**config.mk**
```make
export PLATFORM = sky130hd
export DESIGN_NAME = spi_txn_arbiter
export DESIGN_NICKNAME = d
export VERILOG_FILES = /design/src/rtl/spi_txn_arbiter.sv
export SDC_FILE = /design/constraint.sdc
export NUM_CORES = 1
export LEC_CHECK = 0
export CAP_MARGIN = 20
export CORE_MARGIN = 10
export CORE_UTILIZATION = 45
export DETAILED_ROUTE_END_ITERATION = 8
export DONT_BUFFER_PORTS = 1
export GPL_ROUTABILITY_DRIVEN = 0
export SLEW_MARGIN = 20
export SYNTH_ARGS = -nofsm -noshare
export SYNTH_HDL_FRONTEND = slang
export SYNTH_SLANG_ARGS = --single-unit
```
**constraint.sdc**
```tcl
create_clock -name clk -period 3.4 [get_ports clk]
set_clock_uncertainty 0.2 [all_clocks]
set_input_delay 0.85 -clock clk [delete_from_list [all_inputs] [get_ports clk]]
set_output_delay 0.85 -clock clk [all_outputs]
set_load 0.02 [all_outputs]
```
**src/rtl/spi_txn_arbiter.sv**
```systemverilog
// Round-robin arbiter giving one of two requesters a chip-selected SPI transaction of 1..15 bytes.
// Byte handshake with an external SPI controller; a per-byte rx timeout aborts through HOLD and reports err.
module spi_txn_arbiter #(
  parameter int CS_SETUP    = 2,
  parameter int CS_HOLD     = 2,
  parameter int TIMEOUT_CYC = 1024
) (
  input  logic       clk,
  input  logic       reset,
  input  logic [1:0] req_valid,
  input  logic [3:0] req_len0,
  input  logic [3:0] req_len1,
  input  logic [7:0] req_tx_byte0,
  input  logic [7:0] req_tx_byte1,
  output logic [1:0] req_byte_take,
  output logic [1:0] rsp_rx_valid,
  output logic [7:0] rsp_rx_byte,
  output logic [1:0] done,
  output logic [1:0] err,
  output logic       busy,
  output logic [1:0] cs_n,
  output logic [7:0] spi_tx_byte,
  output logic       spi_tx_dv,
  input  logic       spi_tx_ready,
  input  logic       spi_rx_dv,
  input  logic [7:0] spi_rx_byte
);
  localparam int TW = (TIMEOUT_CYC > 1) ? $clog2(TIMEOUT_CYC) : 1;
  localparam int PW = 8;

  typedef enum logic [2:0] {S_IDLE, S_SETUP, S_SEND, S_WAIT_RX, S_HOLD} state_t;

  state_t        r_state, w_next;
  logic          r_g, r_last_grant, r_abort;
  logic [3:0]    r_rem;
  logic [PW-1:0] r_ph;
  logic [TW-1:0] r_to;
  logic [7:0]    r_rx_byte;
  logic [1:0]    r_rx_vld, r_done, r_err;
  logic          w_grant, w_tx_fire, w_setup_end, w_hold_end, w_to_end;
  logic [1:0]    w_gmask;

  // On a tie the requester that was not granted last wins.
  assign w_grant     = (req_valid == 2'b11) ? ~r_last_grant : req_valid[1];
  assign w_gmask     = r_g ? 2'b10 : 2'b01;
  assign w_tx_fire   = (r_state == S_SEND) && spi_tx_ready;
  assign w_setup_end = (r_ph == PW'(CS_SETUP - 1));
  assign w_hold_end  = (r_ph == PW'(CS_HOLD - 1));
  assign w_to_end    = (r_to == TW'(TIMEOUT_CYC - 1));

  always_ff @(posedge clk or posedge reset) begin
    if (reset) r_state <= S_IDLE;
    else       r_state <= w_next;
  end

  always_comb begin
    w_next = r_state;
    case (r_state)
      S_IDLE:    if (|req_valid) w_next = S_SETUP;
      S_SETUP:   if (w_setup_end) w_next = S_SEND;
      S_SEND:    if (spi_tx_ready) w_next = S_WAIT_RX;
      S_WAIT_RX: begin
        if (spi_rx_dv)     w_next = (r_rem == 4'd1) ? S_HOLD : S_SEND;
        else if (w_to_end) w_next = S_HOLD;
      end
      S_HOLD:    if (w_hold_end) w_next = S_IDLE;
      default:   w_next = S_IDLE;
    endcase
  end

  always_ff @(posedge clk or posedge reset) begin
    if (reset) begin
      r_g          <= 1'b0;
      r_last_grant <= 1'b1;
      r_abort      <= 1'b0;
      r_rem        <= 4'd0;
      r_ph         <= '0;
      r_to         <= '0;
      r_rx_byte    <= 8'h00;
      r_rx_vld     <= 2'b00;
      r_done       <= 2'b00;
      r_err        <= 2'b00;
    end else begin
      r_rx_vld <= 2'b00;
      r_done   <= 2'b00;
      r_err    <= 2'b00;
      case (r_state)
        S_IDLE: if (|req_valid) begin
          r_g          <= w_grant;
          r_last_grant <= w_grant;
          r_abort      <= 1'b0;
          r_ph         <= '0;
          if (w_grant) r_rem <= (req_len1 == 4'd0) ? 4'd1 : req_len1;
          else         r_rem <= (req_len0 == 4'd0) ? 4'd1 : req_len0;
        end
        S_SETUP: r_ph <= w_setup_end ? '0 : r_ph + 1'b1;
        S_SEND:  r_to <= '0;
        S_WAIT_RX: begin
          // A byte landing on the final timeout cycle still counts as received.
          if (spi_rx_dv) begin
            r_rx_byte <= spi_rx_byte;
            r_rx_vld  <= w_gmask;
            r_rem     <= r_rem - 1'b1;
          end else if (w_to_end) begin
            r_abort <= 1'b1;
          end else begin
            r_to <= r_to + 1'b1;
          end
        end
        S_HOLD: begin
          r_ph <= w_hold_end ? '0 : r_ph + 1'b1;
          if (w_hold_end) begin
            r_done <= r_abort ? 2'b00 : w_gmask;
            r_err  <= r_abort ? w_gmask : 2'b00;
          end
        end
        default: ;
      endcase
    end
  end

  always_comb begin
    busy          = (r_state != S_IDLE);
    cs_n          = (r_state != S_IDLE) ? ~w_gmask : 2'b11;
    spi_tx_dv     = w_tx_fire;
    spi_tx_byte   = 8'h00;
    req_byte_take = 2'b00;
    if (w_tx_fire) begin
      spi_tx_byte   = r_g ? req_tx_byte1 : req_tx_byte0;
      req_byte_take = w_gmask;
    end
  end

  assign rsp_rx_valid = r_rx_vld;
  assign rsp_rx_byte  = r_rx_byte;
  assign done         = r_done;
  assign err          = r_err;

endmodule
```
==> results.py <==
metrics = {
    "yosys": {
        "synthXorXnorAreaFrac_pct": 0.737,
        "synth.lib_cells_used.distinct": 48,
        "muxShareOfSynthArea_pct": 10.6,
        "synth_cells": 254,
        "synth_compound_area_share_pct": 15.9,
        "yosys.area_share.adder_pct": 2.63,
        "yosysSeqAreaShare_pct": 44.3,
        "synth_fp_nets": 297,
        "synth_simple_gate_area_share_pct": 21.5,
        "syn_area_um2": 2380,
        "asyncSetResetFlopFracSynth_pct": 100,
        "synth_area_leaders": "sky130_fd_sc_hd__dfrtp_1, sky130_fd_sc_hd__mux2i_1, sky130_fd_sc_hd__mux2_2",
        "yosys_register_bits": 42,
        "mean_post_synth_cell_area_um2": 9.36,
        "postSynth.topFlopCell": "sky130_fd_sc_hd__dfrtp_1",
        "synthTopCellsByCount": "sky130_fd_sc_hd__dfrtp_1, sky130_fd_sc_hd__nor2_1, sky130_fd_sc_hd__nand2_1",
        "synth_top_area_share_pct": 43.2,
        "synth-edff-count": 0,
        "top_cell_type_by_total_area_after_synthesis": "sky130_fd_sc_hd__dfrtp_1",
        "synth.most_common_cell": "sky130_fd_sc_hd__dfrtp_1",
        "synth_top_family_by_area": "simple AND/OR/NAND/NOR gates",
        "synth.yosys.warnings": 0,
    },
    "sta": {
        "final-setup-viol-count": 0,
        "timing.setup.tns_ns": 0,
        "layout_setup_ws_ns": 0.421,
        "final.min_clock_period_ns": 2.98,
        "rsz_0062_raised_after_global_routing": "false",
        "maxSlewViolCount": 0,
        "timing_worst_slew_pin_value_ns": 0.824,
        "hold_violations": 0,
        "fmaxAchievable_mhz": 336,
        "slew_headroom_pct": 44.5,
        "layout_worst_path_cycle_share_pct": 87.6,
    },
    "routing": {
        "routedLengthMet1_um": 2420,
        "detail_routed_via_count_per_cell": 5.59,
        "wire_length_on_met2_um": 2730,
        "wirelength_um": 5540,
        "drc_errors": 0,
        "number_of_vias_in_the_routed_layout": 1872,
        "wl_met3_um": 359,
        "wl_per_cell_um": 16.5,
        "top_layer_used": "met4",
        "antenna_left": 0,
        "drt_first_pass_iters": 4,
        "drt_iter0_markers": 85,
    },
    "floorplanning": {
        "core-area_um2": 5110,
        "initial_utilization_pct": 46.5,
        "io_pins": 66,
        "floorplan.rows": 26,
        "die-area_um2": 8590,
        "die_x_um": 92.7,
        "fp.dieH_um": 92.7,
    },
    "setup_path": {
        "endpoint_kind": "output pin",
        "crit_slowest_cell": "sky130_fd_sc_hd__dfrtp_1",
        "rr_startpoint": "r_state[0]",
        "critPathMostFrequentCell": "sky130_fd_sc_hd__buf_4",
        "cp_data_arrival_time_ns": 1.93,
        "cp_top_family": "simple AND/OR/NAND/NOR gates",
        "worst_setup_path_start_kind": "flop",
        "reg2reg_to": "r_rem[0]",
        "critPathMaxFanout": 12,
        "path_buf_inv": 3,
        "timing.reg2reg.setup_slack_ns": 1.12,
        "worstRegToRegCells": 3,
        "cp_data_required_time_ns": 2.35,
        "timing.setup.critical_path_class": "reg -> out",
        "timing.critical_path.cells": "inv_1 -> nor3_1 -> buf_4 -> nand2_1 -> nor2_1 -> buf_4",
        "critPathMaxStageDelay_ns": 0.54,
    },
    "finish": {
        "fillCellCount": 494,
        "share_of_final_layout_standard_cells_stronger_than_drive_strength_1_pct": 15.5,
        "relative_area_change_from_synthesis_to_final_layout_pct": 9.47,
        "layout.area.seq_um2": 1050,
        "design.final.nets": 307,
        "antenna-diode-count": 0,
        "multi_input_comb_area_um2": 1220,
        "layout.core_utilization_pct": 51.0,
    },
    "min_path": {
        "whs_path_depth": 1,
        "worst_hold_startpoint": "r_abort",
        "timing.hold.worst_endpoint": "done[1]",
        "hold_path.class": "reg -> reg",
    },
    "global_route": {
        "grt_use_total_pct": 12.4,
        "antenna_violations_before_repair": 0,
        "maximum_number_of_pins_on_one_net_before_global_route_repair": 43,
        "grt-ovfl-total": 0,
        "grt_first_pass_wirelength_um": 8910,
        "grt_pass1_vias": 1804,
    },
    "power": {
        "p_total_w": 0.000869,
        "vdd_drop_max_v": 0.000228,
        "power.density_nw_per_um2": 334,
        "leak_pwr_nw": 1.14,
    },
    "placed_design": {
        "portBuffers": 0,
        "post-dp-hpwl_um": 4190,
        "placement.setup.worst_slack_ns": 0.751,
    },
    "clock_tree": {
        "numCtsBuffers": 5,
        "tritoncts": "done",
        "post_cts_repair_resize_count": 0,
        "clock_tree.htree_level_count": 2,
        "cts_num_sinks": 42,
        "clockBufferDepth": 2,
        "clock_tree_root_buffer_cell": "sky130_fd_sc_hd__clkbuf_8",
        "cts_hold_buf": 0,
        "clkLatencyLatePin_ns": 0.29,
        "post-cts-setup-buffers": 0,
        "clk_pin_slew_ns": 0.08,
    },
    "flow_run": {
        "max-cap-violations": 0,
    },
    "status": {
        "status": "finished, final reports clean",
    },
}
==> worst max-delay path by stage <==
stage | startpoint | endpoint | slack, ns | cells after the start
2_1_floorplan | r_state[1] | spi_tx_byte[0] | 0.63 | 6
3_3_place_gp | r_state[1] | spi_tx_byte[3] | 0.80 | 6
3_5_place_dp | r_state[1] | spi_tx_byte[1] | 0.75 | 6
4_1_cts | r_state[1] | spi_tx_byte[1] | 0.42 | 6
5_1_grt | r_state[1] | spi_tx_byte[4] | 0.22 | 6
6_report | r_state[1] | spi_tx_byte[7] | 0.42 | 6
==> where the power goes <==
group	internal (W)	total [W]	switching, W
Combinational	0.0000153	0.0000376	0.0000223
Sequential	0.000502	0.000508	0.00000568
Clock	0.000144	0.000324	0.000180
==> layout make-up <==
| class | count | area share [%] |
|---|---|---|
| clock buffers | 5 | 2.64 |
| clock inverters | 3 | 0.817 |
| inverters | 14 | 2.02 |
| multi-input cells | 188 | 47.0 |
| flip-flops and latches | 42 | 40.4 |
| well taps | 70 | 3.37 |
| repair buffers | 13 | 3.75 |
==> through the flow <==
stage	area, um2	instances	hold WS [ns]
finish	2600	335	0.321
detailed placement	2510	327	0.302
floorplan	2380	254	0.259
global placement	2510	327	0.299
CTS	2600	335	0.314
global route	2600	335	0.337
==> flip-flops by register name, indices dropped and copies added, names as in the netlist <==
register,cells
r_abort,1
err,2
rsp_rx_valid,2
r_last_grant,1
r_to,10
rsp_rx_byte,8
done,2
r_state,3
r_rem,4
r_g,1
r_ph,8
==> cells by family (layout without fill, tap and decap cells) <==
| logic type | count (synthesis) | after routing |
|---|---|---|
| xor+xnor | 2 | 2 |
| mux | 24 | 24 |
| buf+inv | 24 | 35 |
| fa+ha+maj | 5 | 5 |
| compound gates | 56 | 56 |
| simple gates | 101 | 101 |
| flops | 42 | 42 |
==> placed cells by master (no fill, tap or decap), drive strengths merged, types with 3 or more instances in the layout <==
| cell type | Yosys | layout |
|---|---|---|
| a21o | 4 | 4 |
| a21oi | 14 | 14 |
| a31oi | 3 | 3 |
| and3 | 3 | 3 |
| buf | 5 | 13 |
| clkbuf | 5 | 5 |
| dfrtp | 41 | 41 |
| ha | 5 | 5 |
| inv | 14 | 14 |
| mux2 | 9 | 9 |
| mux2i | 15 | 15 |
| nand2 | 20 | 20 |
| nand3 | 11 | 11 |
| nand4 | 4 | 4 |
| nor2 | 26 | 26 |
| nor3 | 9 | 9 |
| nor4 | 7 | 7 |
| o21ai | 15 | 15 |
| o31ai | 3 | 3 |
| or2 | 5 | 5 |
| or3 | 7 | 7 |
==> routing by layer <==
layer	global-route usage (%)	vias up
li1	-	942
met1	15.4	887
met2	19.9	39
met3	4.76	4
met4	3.08	0
met5	0	-
No activity file was read; power rests on OpenSTA's default activity.
